==> src/rtl/hangman_round_sequencer.sv <==
// One hangman round: button edge detect, word fetch from ROM, one-slot-per-cycle
// guess scan, and registered mask / miss / win / lose bookkeeping.
module hangman_round_sequencer #(
  parameter int unsigned LETTERS    = 5,
  parameter int unsigned CHAR_W     = 5,
  parameter int unsigned MAX_MISSES = 7,
  parameter int unsigned ROM_LAT    = 1,
  parameter int unsigned ADDR_W     = 6
) (
  input  logic                                clk,
  input  logic                                reset,
  input  logic                                next_btn,
  input  logic [ADDR_W-1:0]                   word_sel,
  input  logic [CHAR_W-1:0]                   guess_char,
  output logic [ADDR_W-1:0]                   rom_addr,
  input  logic [LETTERS*CHAR_W-1:0]           rom_data,
  output logic [LETTERS-1:0]                  guessed_mask,
  output logic [$clog2(MAX_MISSES+1)-1:0]     misses,
  output logic                                win,
  output logic                                lose,
  output logic                                busy,
  output logic                                hit_pulse,
  output logic                                miss_pulse,
  output logic                                repeat_pulse
);

  localparam int unsigned WORD_W = LETTERS * CHAR_W;
  localparam int unsigned MISS_W = $clog2(MAX_MISSES + 1);
  localparam int unsigned IDX_W  = $clog2(LETTERS + 1);
  localparam int unsigned CNT_W  = $clog2(ROM_LAT + 1) + 1;

  typedef enum logic [2:0] {
    S_IDLE, S_FETCH, S_GUESS, S_SCAN, S_COMMIT, S_WIN, S_LOSE
  } state_t;

  state_t              r_state, w_state_nx;
  logic                r_sync1, r_sync2, r_prev;
  logic [ADDR_W-1:0]   r_addr, w_addr_nx;
  logic [WORD_W-1:0]   r_word, w_word_nx;
  logic [CHAR_W-1:0]   r_char, w_char_nx;
  logic [LETTERS-1:0]  r_acc, w_acc_nx;
  logic [IDX_W-1:0]    r_idx, w_idx_nx;
  logic [CNT_W-1:0]    r_fcnt, w_fcnt_nx;
  logic [LETTERS-1:0]  r_mask, w_mask_nx;
  logic [MISS_W-1:0]   r_misses, w_misses_nx;
  logic                r_win, w_win_nx, r_lose, w_lose_nx, r_busy, w_busy_nx;
  logic                r_hit, w_hit_nx, r_miss, w_miss_nx, r_rep, w_rep_nx;

  logic                w_next_evt;
  logic [LETTERS-1:0]  w_blank, w_acc_scan, w_new;
  logic [MISS_W-1:0]   w_miss_inc;

  assign w_next_evt = r_sync2 & ~r_prev;

  // Blank-slot preset from the ROM word and the current scan slot compare.
  always_comb begin
    w_blank    = '0;
    w_acc_scan = r_acc;
    for (int i = 0; i < LETTERS; i++) begin
      w_blank[LETTERS-1-i] = (rom_data[(LETTERS-i)*CHAR_W-1 -: CHAR_W] == '0);
      if (r_idx == IDX_W'(i))
        w_acc_scan[LETTERS-1-i] = (r_word[(LETTERS-i)*CHAR_W-1 -: CHAR_W] == r_char);
    end
    w_new      = r_acc & ~r_mask;
    w_miss_inc = (r_misses == MISS_W'(MAX_MISSES)) ? r_misses : r_misses + MISS_W'(1);
  end

  always_comb begin
    w_state_nx  = r_state;
    w_addr_nx   = r_addr;
    w_word_nx   = r_word;
    w_char_nx   = r_char;
    w_acc_nx    = r_acc;
    w_idx_nx    = r_idx;
    w_fcnt_nx   = r_fcnt;
    w_mask_nx   = r_mask;
    w_misses_nx = r_misses;
    w_win_nx    = r_win;
    w_lose_nx   = r_lose;
    w_hit_nx    = 1'b0;
    w_miss_nx   = 1'b0;
    w_rep_nx    = 1'b0;
    case (r_state)
      S_IDLE: begin
        w_mask_nx   = '0;
        w_misses_nx = '0;
        w_win_nx    = 1'b0;
        w_lose_nx   = 1'b0;
        if (w_next_evt) begin
          w_addr_nx  = word_sel;
          w_fcnt_nx  = '0;
          w_state_nx = S_FETCH;
        end
      end
      S_FETCH: begin
        if (r_fcnt == CNT_W'(ROM_LAT)) begin
          w_word_nx = rom_data;
          w_mask_nx = w_blank;
          if (&w_blank) begin
            w_win_nx   = 1'b1;
            w_state_nx = S_WIN;
          end else begin
            w_state_nx = S_GUESS;
          end
        end else begin
          w_fcnt_nx = r_fcnt + CNT_W'(1);
        end
      end
      S_GUESS: begin
        if (w_next_evt && (guess_char != '0)) begin
          w_char_nx  = guess_char;
          w_acc_nx   = '0;
          w_idx_nx   = '0;
          w_state_nx = S_SCAN;
        end
      end
      S_SCAN: begin
        w_acc_nx = w_acc_scan;
        w_idx_nx = r_idx + IDX_W'(1);
        if (r_idx == IDX_W'(LETTERS - 1))
          w_state_nx = S_COMMIT;
      end
      S_COMMIT: begin
        if (r_acc == '0) begin
          w_misses_nx = w_miss_inc;
          w_miss_nx   = 1'b1;
          if (w_miss_inc == MISS_W'(MAX_MISSES)) begin
            w_lose_nx  = 1'b1;
            w_state_nx = S_LOSE;
          end else begin
            w_state_nx = S_GUESS;
          end
        end else if (w_new == '0) begin
          w_rep_nx   = 1'b1;
          w_state_nx = S_GUESS;
        end else begin
          w_mask_nx = r_mask | r_acc;
          w_hit_nx  = 1'b1;
          if (&(r_mask | r_acc)) begin
            w_win_nx   = 1'b1;
            w_state_nx = S_WIN;
          end else begin
            w_state_nx = S_GUESS;
          end
        end
      end
      S_WIN, S_LOSE: begin
        if (w_next_evt) begin
          w_mask_nx   = '0;
          w_misses_nx = '0;
          w_win_nx    = 1'b0;
          w_lose_nx   = 1'b0;
          w_state_nx  = S_IDLE;
        end
      end
      default: w_state_nx = S_IDLE;
    endcase
    w_busy_nx = (w_state_nx == S_FETCH) || (w_state_nx == S_SCAN) ||
                (w_state_nx == S_COMMIT);
  end

  // Button flops reset high so a button held through reset gives no event.
  always_ff @(posedge clk) begin
    if (reset) begin
      r_sync1  <= 1'b1;
      r_sync2  <= 1'b1;
      r_prev   <= 1'b1;
      r_state  <= S_IDLE;
      r_addr   <= '0;
      r_word   <= '0;
      r_char   <= '0;
      r_acc    <= '0;
      r_idx    <= '0;
      r_fcnt   <= '0;
      r_mask   <= '0;
      r_misses <= '0;
      r_win    <= 1'b0;
      r_lose   <= 1'b0;
      r_busy   <= 1'b0;
      r_hit    <= 1'b0;
      r_miss   <= 1'b0;
      r_rep    <= 1'b0;
    end else begin
      r_sync1  <= next_btn;
      r_sync2  <= r_sync1;
      r_prev   <= r_sync2;
      r_state  <= w_state_nx;
      r_addr   <= w_addr_nx;
      r_word   <= w_word_nx;
      r_char   <= w_char_nx;
      r_acc    <= w_acc_nx;
      r_idx    <= w_idx_nx;
      r_fcnt   <= w_fcnt_nx;
      r_mask   <= w_mask_nx;
      r_misses <= w_misses_nx;
      r_win    <= w_win_nx;
      r_lose   <= w_lose_nx;
      r_busy   <= w_busy_nx;
      r_hit    <= w_hit_nx;
      r_miss   <= w_miss_nx;
      r_rep    <= w_rep_nx;
    end
  end

  assign rom_addr     = r_addr;
  assign guessed_mask = r_mask;
  assign misses       = r_misses;
  assign win          = r_win;
  assign lose         = r_lose;
  assign busy         = r_busy;
  assign hit_pulse    = r_hit;
  assign miss_pulse   = r_miss;
  assign repeat_pulse = r_rep;

endmodule

==> config.mk <==
export PLATFORM = sky130hd
export DESIGN_NAME = hangman_round_sequencer
export DESIGN_NICKNAME = d
export VERILOG_FILES = /design/src/rtl/hangman_round_sequencer.sv
export SDC_FILE = /design/constraint.sdc
export NUM_CORES = 1
export LEC_CHECK = 0
export BUFFER_PORTS_ARGS = -buffer_cell sky130_fd_sc_hd__clkbuf_2
export CAP_MARGIN = 20
export CORE_MARGIN = 3
export CORE_UTILIZATION = 40
export CTS_BUF_LIST = sky130_fd_sc_hd__clkbuf_8
export CTS_CLUSTER_SIZE = 10
export DETAILED_ROUTE_END_ITERATION = 6
export HOLD_SLACK_MARGIN = 0.02
export PLACE_DENSITY = 0.57
export SLEW_MARGIN = 20
export SYNTH_ARGS = -nofsm -noshare
export SYNTH_HDL_FRONTEND = slang
export SYNTH_SLANG_ARGS = --single-unit
==> constraint.sdc <==
create_clock -name clk -period 2.6 [get_ports clk]
set_input_delay 0.26 -clock clk [delete_from_list [all_inputs] [get_ports clk]]
set_output_delay 0.26 -clock clk [all_outputs]
set_load 0.05 [all_outputs]
Word-level counts from Yosys, hierarchy flattened
Index checks and enable logic that the tools add are counted.

operators by class
  bitwise logic cells = 6
  mux-type cells = 45
  equality and inequality tests = 37
  reduce and logical (&&, ||, !) cells = 36
  add/subtract/negate cells = 3

operator list
  operator                                                         number
  3-bit two-way mux                                                14
  5-bit logical NOT                                                7
  2-bit inequality test, second input constant                     16
  5-bit == test                                                    5
  5-bit two-way mux                                                5
  3-bit == test, second input constant                             7
  3-bit AND reduction                                              7
  5-bit one-hot mux with 4 select lines                            1
  3-bit one-hot mux with 6 select lines                            1
  1-bit two-way mux                                                16
  3-bit by 2-bit == test with 1-bit output, second input constant  5
  5-bit AND reduction                                              3
  5-bit one-hot mux with 2 select lines                            1
  3-bit by 1-bit == test with 1-bit output, second input constant  3
  3-bit one-hot mux with 3 select lines                            1
  2-bit AND reduction                                              4
  7-bit AND reduction                                              1
  3-bit by 1-bit adder with 3-bit output, second input constant    2
  3-bit logical NOT                                                2
  3-bit one-hot mux with 2 select lines                            1
  5-bit AND                                                        1
  5-bit NOT                                                        1
  5-bit OR                                                         1
  5-bit nonzero test                                               1
  other kinds (16)                                                 21

storage, ports and cells
  input bits = 39
  word-level logic and storage cells = 149
  register bits after elaboration = 66
  output and inout bits = 20

Depth between registers and ports, before layout
Gate-level depths: netlist of run 1.

  depth after elaboration = 9
  gate-level depth with buffers = 8
  gate-level depth less buffers = 7

Least setup slack after synthesis of run 1
No wires, ideal clock.

  kind = reg-to-reg
  start = register r_mask[3] (netlist: guessed_mask[3])
  end = register r_state[2]
  slack = 0.861 ns
  arrival = 1.625 ns
  period minus slack after synthesis = 1.739 ns
  path buffers = 0
  required time = 2.485 ns
  stages on the path, launching flop included = 6
  library setup time = 0.115 ns
  cells stage by stage = dfxtp_1 > nand2b_1 > o221ai_1 > o21ai_0 > o22ai_1 > o21a_1

between the ends
  cells in the longest elaborated chain, start to end = 6
  elaborated cells between the ends (all ways) = 9
  classes of those cells = mux: 4; bitwise: 3; reduce/logical: 2

ends and longest elaborated chain
  element                                                 RTL line  RTL
  start, declared                                         44        logic [LETTERS-1:0] r_mask, w_mask_nx;
  start signal, assigned                                  194       r_mask <= w_mask_nx;
  5-bit OR or 5-bit NOT (tied branches)                   139, 64
  5-bit AND reduction or 5-bit AND (tied branches)        139, 64
  3-bit two-way mux or 5-bit logical NOT (tied branches)  139, 133
  3-bit two-way mux (*)                                   133       end else if (w_new == '0) begin
  3-bit two-way mux (*)                                   124       if (r_acc == '0) begin
  3-bit one-hot mux with 6 select lines (*)               83        case (r_state)
  end signal, assigned                                    187       r_state <= w_state_nx;
  end, declared                                           36        state_t r_state, w_state_nx;

Mark *: on every way between the ends. The rest lies on a longest branch, timed or not.
A chain may end at the register's enable or synchronous reset.

Worst setup path in the final report of run 1
  start = register r_state[0]
  end = register r_mask[1] (netlist: guessed_mask[1])

between the ends
  cells in the longest elaborated chain, start to end = 4
  elaborated cells between the ends (all ways) = 13
  classes of those cells = eq/ne: 8; mux: 1; reduce/logical: 4

ends and longest elaborated chain
  element                                                                       RTL line
  3-bit == test                                                                 83
  2-bit OR reduction                                                            83
  4-bit nonzero test (no source line) or 2-bit inequality test (tied branches)  --
  5-bit AND reduction (no source line)                                          --

Several ways; a longest one is shown, not always the timed one.

==> out/qor.txt, run 1 <==
Routed WL: 7.870 mm
largest net degree at the start of global routing: 40
WS Path Type: register to register
post-synthesis sequential area ratio: 39.27%
DP HPWL: 5.751 mm
DR WL met2: 3.643 mm
Clock Skews: 0.004598 ns
latest clock arrival within the worst-skew pair: 0.34 ns
ANT nets after route: 0
Hold Vio Cnt, Final: 0
IO buf count: 58
worst hold path class: input port to register
Worst-Margin Slew: 0.6051 ns
initial antenna violation count: 0
Post-synth top cells: 72 x nand2_1, 66 x dfxtp_1, 43 x a21oi_1
Max-cap violations: 0
Top FF cell, synth: dfxtp_1
Power Dens Cells: 526.5 nW/µm²
CTS Buf Count: 9
most frequent cell after synthesis: nand2_1
fin nets: 496
Initial Util: 42.44%
Synth area leader: dfxtp_1
total setup buffers inserted after CTS: 0
DR pass1 iterations: 4
share of post-route cells with drive strength above 1: 21.32%
#FFs+latches synth: 66
Die Y-Extent: 97.71 µm
ys async rst share: 0%
Avg Cell Area, Syn: 8.307 µm²
vias in the first global route: 2758
Initial DRC Count: 93
Area Overhead vs Synth: 14.06%
vias: 2867
RSZ-0062 raised after global routing: false
total track usage: 17.04%
Worst-path clk slew: 0.07 ns
io pins: 59
status: completed
Leak: 0.001499 µW
critical-path maximum fanout: 21
DR vias/cell: 5.147
Highest Signal Layer: met4
Max-slew headroom: 59.61%
DRC errors left: 0
Clock Root Buffer: clkbuf_8
Core Area: 7928 µm²
Die Wd: 97.71 µm
Die ar.: 9547 µm²
Max clock buf depth: 2
Mapped Area: 3364 µm²
Tmin final: 2.103 ns
Max Fclk: 0.4755 GHz
post-place setup slack: 0.5143 ns
final core utilization: 48.41%
first-pass GRT wire length: 13.14 mm
clock sinks: 66
Synth top area share: 39.27%
Worst Path Required: 2.85 ns
n_diodes: 0
Cells after Synth: 405
post_cts resized: 0
depth of the CTS H-tree: 3
largest cells by area after synthesis: dfxtp_1 39%, nand2_1 8.0%, a21oi_1 6.4%, nor2_1 3.9%, xnor2_1 3.6%
post-synth net total: 451
Max Slew Vio Count: 0
CTS Hold Bufs: 0
Final GP Congestion: 0.8248
total chip power: 2021 µW
# setup viols final: 0
GRT overflow: 0
drt wl/cell: 14.13 µm
Met3 Wirelength: 325 µm
Tcrit/Tclk final: 80.88%
distinct cell type count after synthesis: 56
CP Capture Type: register
Core Rows: 32
crit start category: register
setup ws final: 0.4971 ns
number of enable flip-flop cells after synthesis: 0
Crit path arrival time: 2.35 ns
Yosys warning count: 0
WL met1: 3.842 mm
Peak supply drop: 0.0002603 V
setup TNS: 0 ns
TritonCTS clock tree: done
## logic make-up after synthesis
kind of cell | after synthesis | share of synthesized area, %
AOI/OAI and AO/OA | 93 | 18.41
xor gates and xnor gates | 26 | 6.768
muxes | 10 | 2.975
adders and majority gates | 7 | 2.603
buffers and inverters | 41 | 6.582
DFF | 66 | 39.27
and+or+nand+nor | 162 | 23.39
## cells in the final DEF, fill, tap and decap left out, drive strengths merged, types with 2 or more instances in the layout
cell type	count
xor2	12
a31oi	3
and3b	2
xnor2	14
a221oi	6
o21ai	8
a31o	2
clkinvlp	2
and3	2
o21a	3
nor4	3
nor2	38
o31ai	2
inv	16
nand2b	4
buf	2
or4	5
mux2i	10
nor3b	2
a21oi	43
nand3b	2
o22ai	6
a211o	5
or3	4
nand2	72
dfxtp	66
nand4	5
nor3	9
ha	7
or2	4
a32oi	2
and2	2
a22oi	4
a211oi	2
clkbuf	69
nand3	5
## state kept, by name, summed over array words and instances (netlist names), 2 cells and up
name,count
rom_addr,6
r_state,3
r_word,25
guessed_mask,5
r_char,5
misses,3
r_acc,5
r_idx,3
r_fcnt,2
## layout make-up
type,count,area (µm²)
fill,822,4090
multi-input combinational,298,1822
sequential,66,1321
timing repair buffer,60,305.3
clock buffer,11,151.4
tap,102,127.6
inverter,15,56.30
clock inverter,5,53.80
## report_power, final
group	total, µW	switching, µW	leakage (µW)	internal, µW
Clock	886	396	0.000103	490
Sequential	1020	6.74	0.000532	1020
Combinational	111	66.9	0.000863	43.9
Total	2020	469	0.00150	1550
## stage by stage
step	cells	instance area (µm²)	hold slack, ns
2_1_floorplan	405	3364	0.3638
3_3_place_gp	541	3632	0.4083
3_5_place_dp	541	3632	0.4030
4_1_cts	557	3837	0.09641
5_1_grt	557	3837	0.09774
6_report	557	3837	0.1021
## path summary, 6_finish.rpt
check                        start  cells past startpoint                      endpoint  slack, ns
max          r_state[0]$_SDFF_PP0_                      4  guessed_mask[1]$_SDFFE_PP0P_       0.50
min                       next_btn                      2            r_sync1$_SDFF_PP1_       0.10
max reg2reg  r_state[0]$_SDFF_PP0_                      4  guessed_mask[1]$_SDFFE_PP0P_       0.50
min reg2reg     r_sync1$_SDFF_PP1_                      1            r_sync2$_SDFF_PP1_       0.41
## worst max-delay path, stage by stage, from the launching register on
cell	delay (ns)
dfxtp_1	0.71
o21ai_0	0.20
a22oi_1	0.54
nor2_1	0.24
a221oi_1	0.31
## metal layers
layer	vias to the layer above	track usage, %
met5	-	0
met4	0	5.431
met3	8	4.379
met2	56	27.20
met1	1307	22.57
li1	1496	-
(Power assumes the default switching activity.)
==> inputs of run 2 (changes only) <==
- PLACE_DENSITY: 0.57 -> 0.6
- clock period: 2.6 -> 1.7 ns (I/O delays scaled with it)
==> run 2 against run 1 <==
Routed wire length increased by 7.3%. Worst hold slack got worse by 0.046 ns. Clock power increased by 26%. First-iteration DRC count increased by 57%. Flip-flop and latch count unchanged. Fmax increased by 28%. Cell area increased by 8.5%. Global-route usage increased by 1.0 points.
==> out/qor.txt, run 2 (synthesized netlist as in run 1, its figures left out) <==
status: completed
CTS Buf Count: 9
met2 GRT Util: 28.99%
ANT nets after route: 0
met3 usage: 4.020%
Clock Skews: 0.007399 ns
FILL cells: 775
Worst-path clk slew: 0.08 ns
Hold Vio Cnt, Final: 0
met1 Track Usage GR: 24.30%
commonest non-fill, non-tap cells in the layout: 72 x nand2_1, 58 x clkbuf_2, 57 x dfxtp_1, 43 x a21oi_1, 38 x buf_4
Clock power frac: 38.8%
Hold WS: 0.05614 ns
Max-cap violations: 0
DP Area: 3897 µm²
Routed WL: 8.442 mm
Core Rows: 32
Leak: 0.001696 µW
internal cell power: 2162 µW
drt wl/cell: 14.16 µm
Worst-Margin Slew: 0.5034 ns
Reg with most FFs: r_word
Tcrit/Tclk final: 96.64%
Core Area: 7928 µm²
DR vias/cell: 5.186
DR pass1 iterations: 4
Initial DRC Count: 146
worst hold path class: input port to register
fin nets: 536
io pins: 59
DRC errors left: 0
Max Slew Vio Count: 0
Comb pwr share: 7.3%
Peak supply drop: 0.0003488 V
share of post-route cells with drive strength above 1: 31.58%
commonest non-fill, non-tap cell in the layout: nand2_1
Max Fclk: 0.6087 GHz
Clock Root Buffer: clkbuf_8
RSZ-0062 raised after global routing: true
vias: 3091
latest clock arrival within the worst-skew pair: 0.34 ns
TritonCTS clock tree: done
Power Dens Cells: 695.4 nW/µm²
DP HPWL: 6.291 mm
max reg flops: 25
IO buf count: 58
CP Capture Type: register
Area Overhead vs Synth: 23.76%
Die Wd: 97.71 µm
Die Y-Extent: 97.71 µm
Tmin final: 1.643 ns
Worst Path Required: 1.92 ns
Reg power frac: 54.0%
WS Path Type: register to register
n_diodes: 0
critical-path maximum fanout: 7
crit start category: register
post-route cell area: 4164 µm²
Net Sw Power: 734.0 µW
Max-slew headroom: 66.08%
switching part of the total: 25.35%
total track usage: 18.07%
# setup viols final: 0
clock sinks: 66
Max clock buf depth: 2
total chip power: 2896 µW
Crit path arrival time: 1.86 ns
GRT overflow: 0
largest net degree at the start of global routing: 41
GRT Max-Usage Layer: met2
depth of the CTS H-tree: 3
Initial Util: 42.44%
Final GP Congestion: 0.8391
initial antenna violation count: 0
first-pass GRT wire length: 14.21 mm
Die ar.: 9547 µm²
vias in the first global route: 2977
[run 2: cell types whose count changed in the layout (fill, tap and decap cells not counted), sizes merged]
cell / change
buf: +39
bufinv: -1
clkbuf: -2
clkinv: +3
dlygate4sd3: +1
inv: -1
[run 2: final timing paths]
check / from / to / slack, ns / cells past startpoint
max: r_state[0]$_SDFF_PP0_ / r_fcnt[1]$_SDFFE_PP0P_ / 0.06 / 4
min: rom_data[11] / r_word[11]$_SDFFE_PP0P_ / 0.06 / 3
max reg2reg: r_state[0]$_SDFF_PP0_ / r_fcnt[1]$_SDFFE_PP0P_ / 0.06 / 4
min reg2reg: r_sync1$_SDFF_PP1_ / r_sync2$_SDFF_PP1_ / 0.41 / 1
[run 2: cell type report]
class | instances | area [µm²] | share of cell area [%]
timing repair buffer | 100 | 619.3 | 14.87
multi-input combinational | 298 | 1867 | 44.83
sequential | 66 | 1335 | 32.06
clock buffer | 9 | 123.9 | 2.975
inverter | 15 | 56.30 | 1.352
clock inverter | 6 | 35.03 | 0.8413
tap | 102 | 127.6 | 3.065
[run 2: what timing repair did]
item	in CTS	in global routing
pin swaps	0	7
setup endpoints to repair	11	26
hold buffers	1	0
hold endpoints to repair	1	0
buffers inserted	0	4
gates resized for setup	4	21
[run 2: per-stage QoR]
step,TNS [ns],worst slack (ns),utilization (%),instances
after CTS,0,0.008084,51.39,592
after global routing,-0.04016,-0.01556,52.53,596
after global placement,-0.1474,-0.05783,49.16,576
final,0,0.05711,52.53,596
after floorplan,-0.002069,-0.002069,-,405
after detailed placement,-0.4006,-0.1050,49.16,576
[run 2: critical path, cell delays in order, from the launching register on]
cell     delay (ns)
dfxtp_4        0.37
or3b_4         0.38
or3_1          0.50
a31oi_1        0.23
nor2_1         0.05
[run 2: routing by layer]
layer	vias up	routed length (µm)
met5	-	0
met4	0	87
met3	8	386
met2	66	3927
met1	1446	4041
li1	1571	-
[run 2: power groups by stage]
stage | clock (µW) | combinational (µW) | sequential [µW]
after floorplan | 0 | 86.6 | 1610
after CTS | 1140 | 204 | 1560
final | 1120 | 211 | 1560
after detailed placement | 0 | 201 | 1600
after global placement | 0 | 198 | 1600
after global routing | 1210 | 234 | 1560
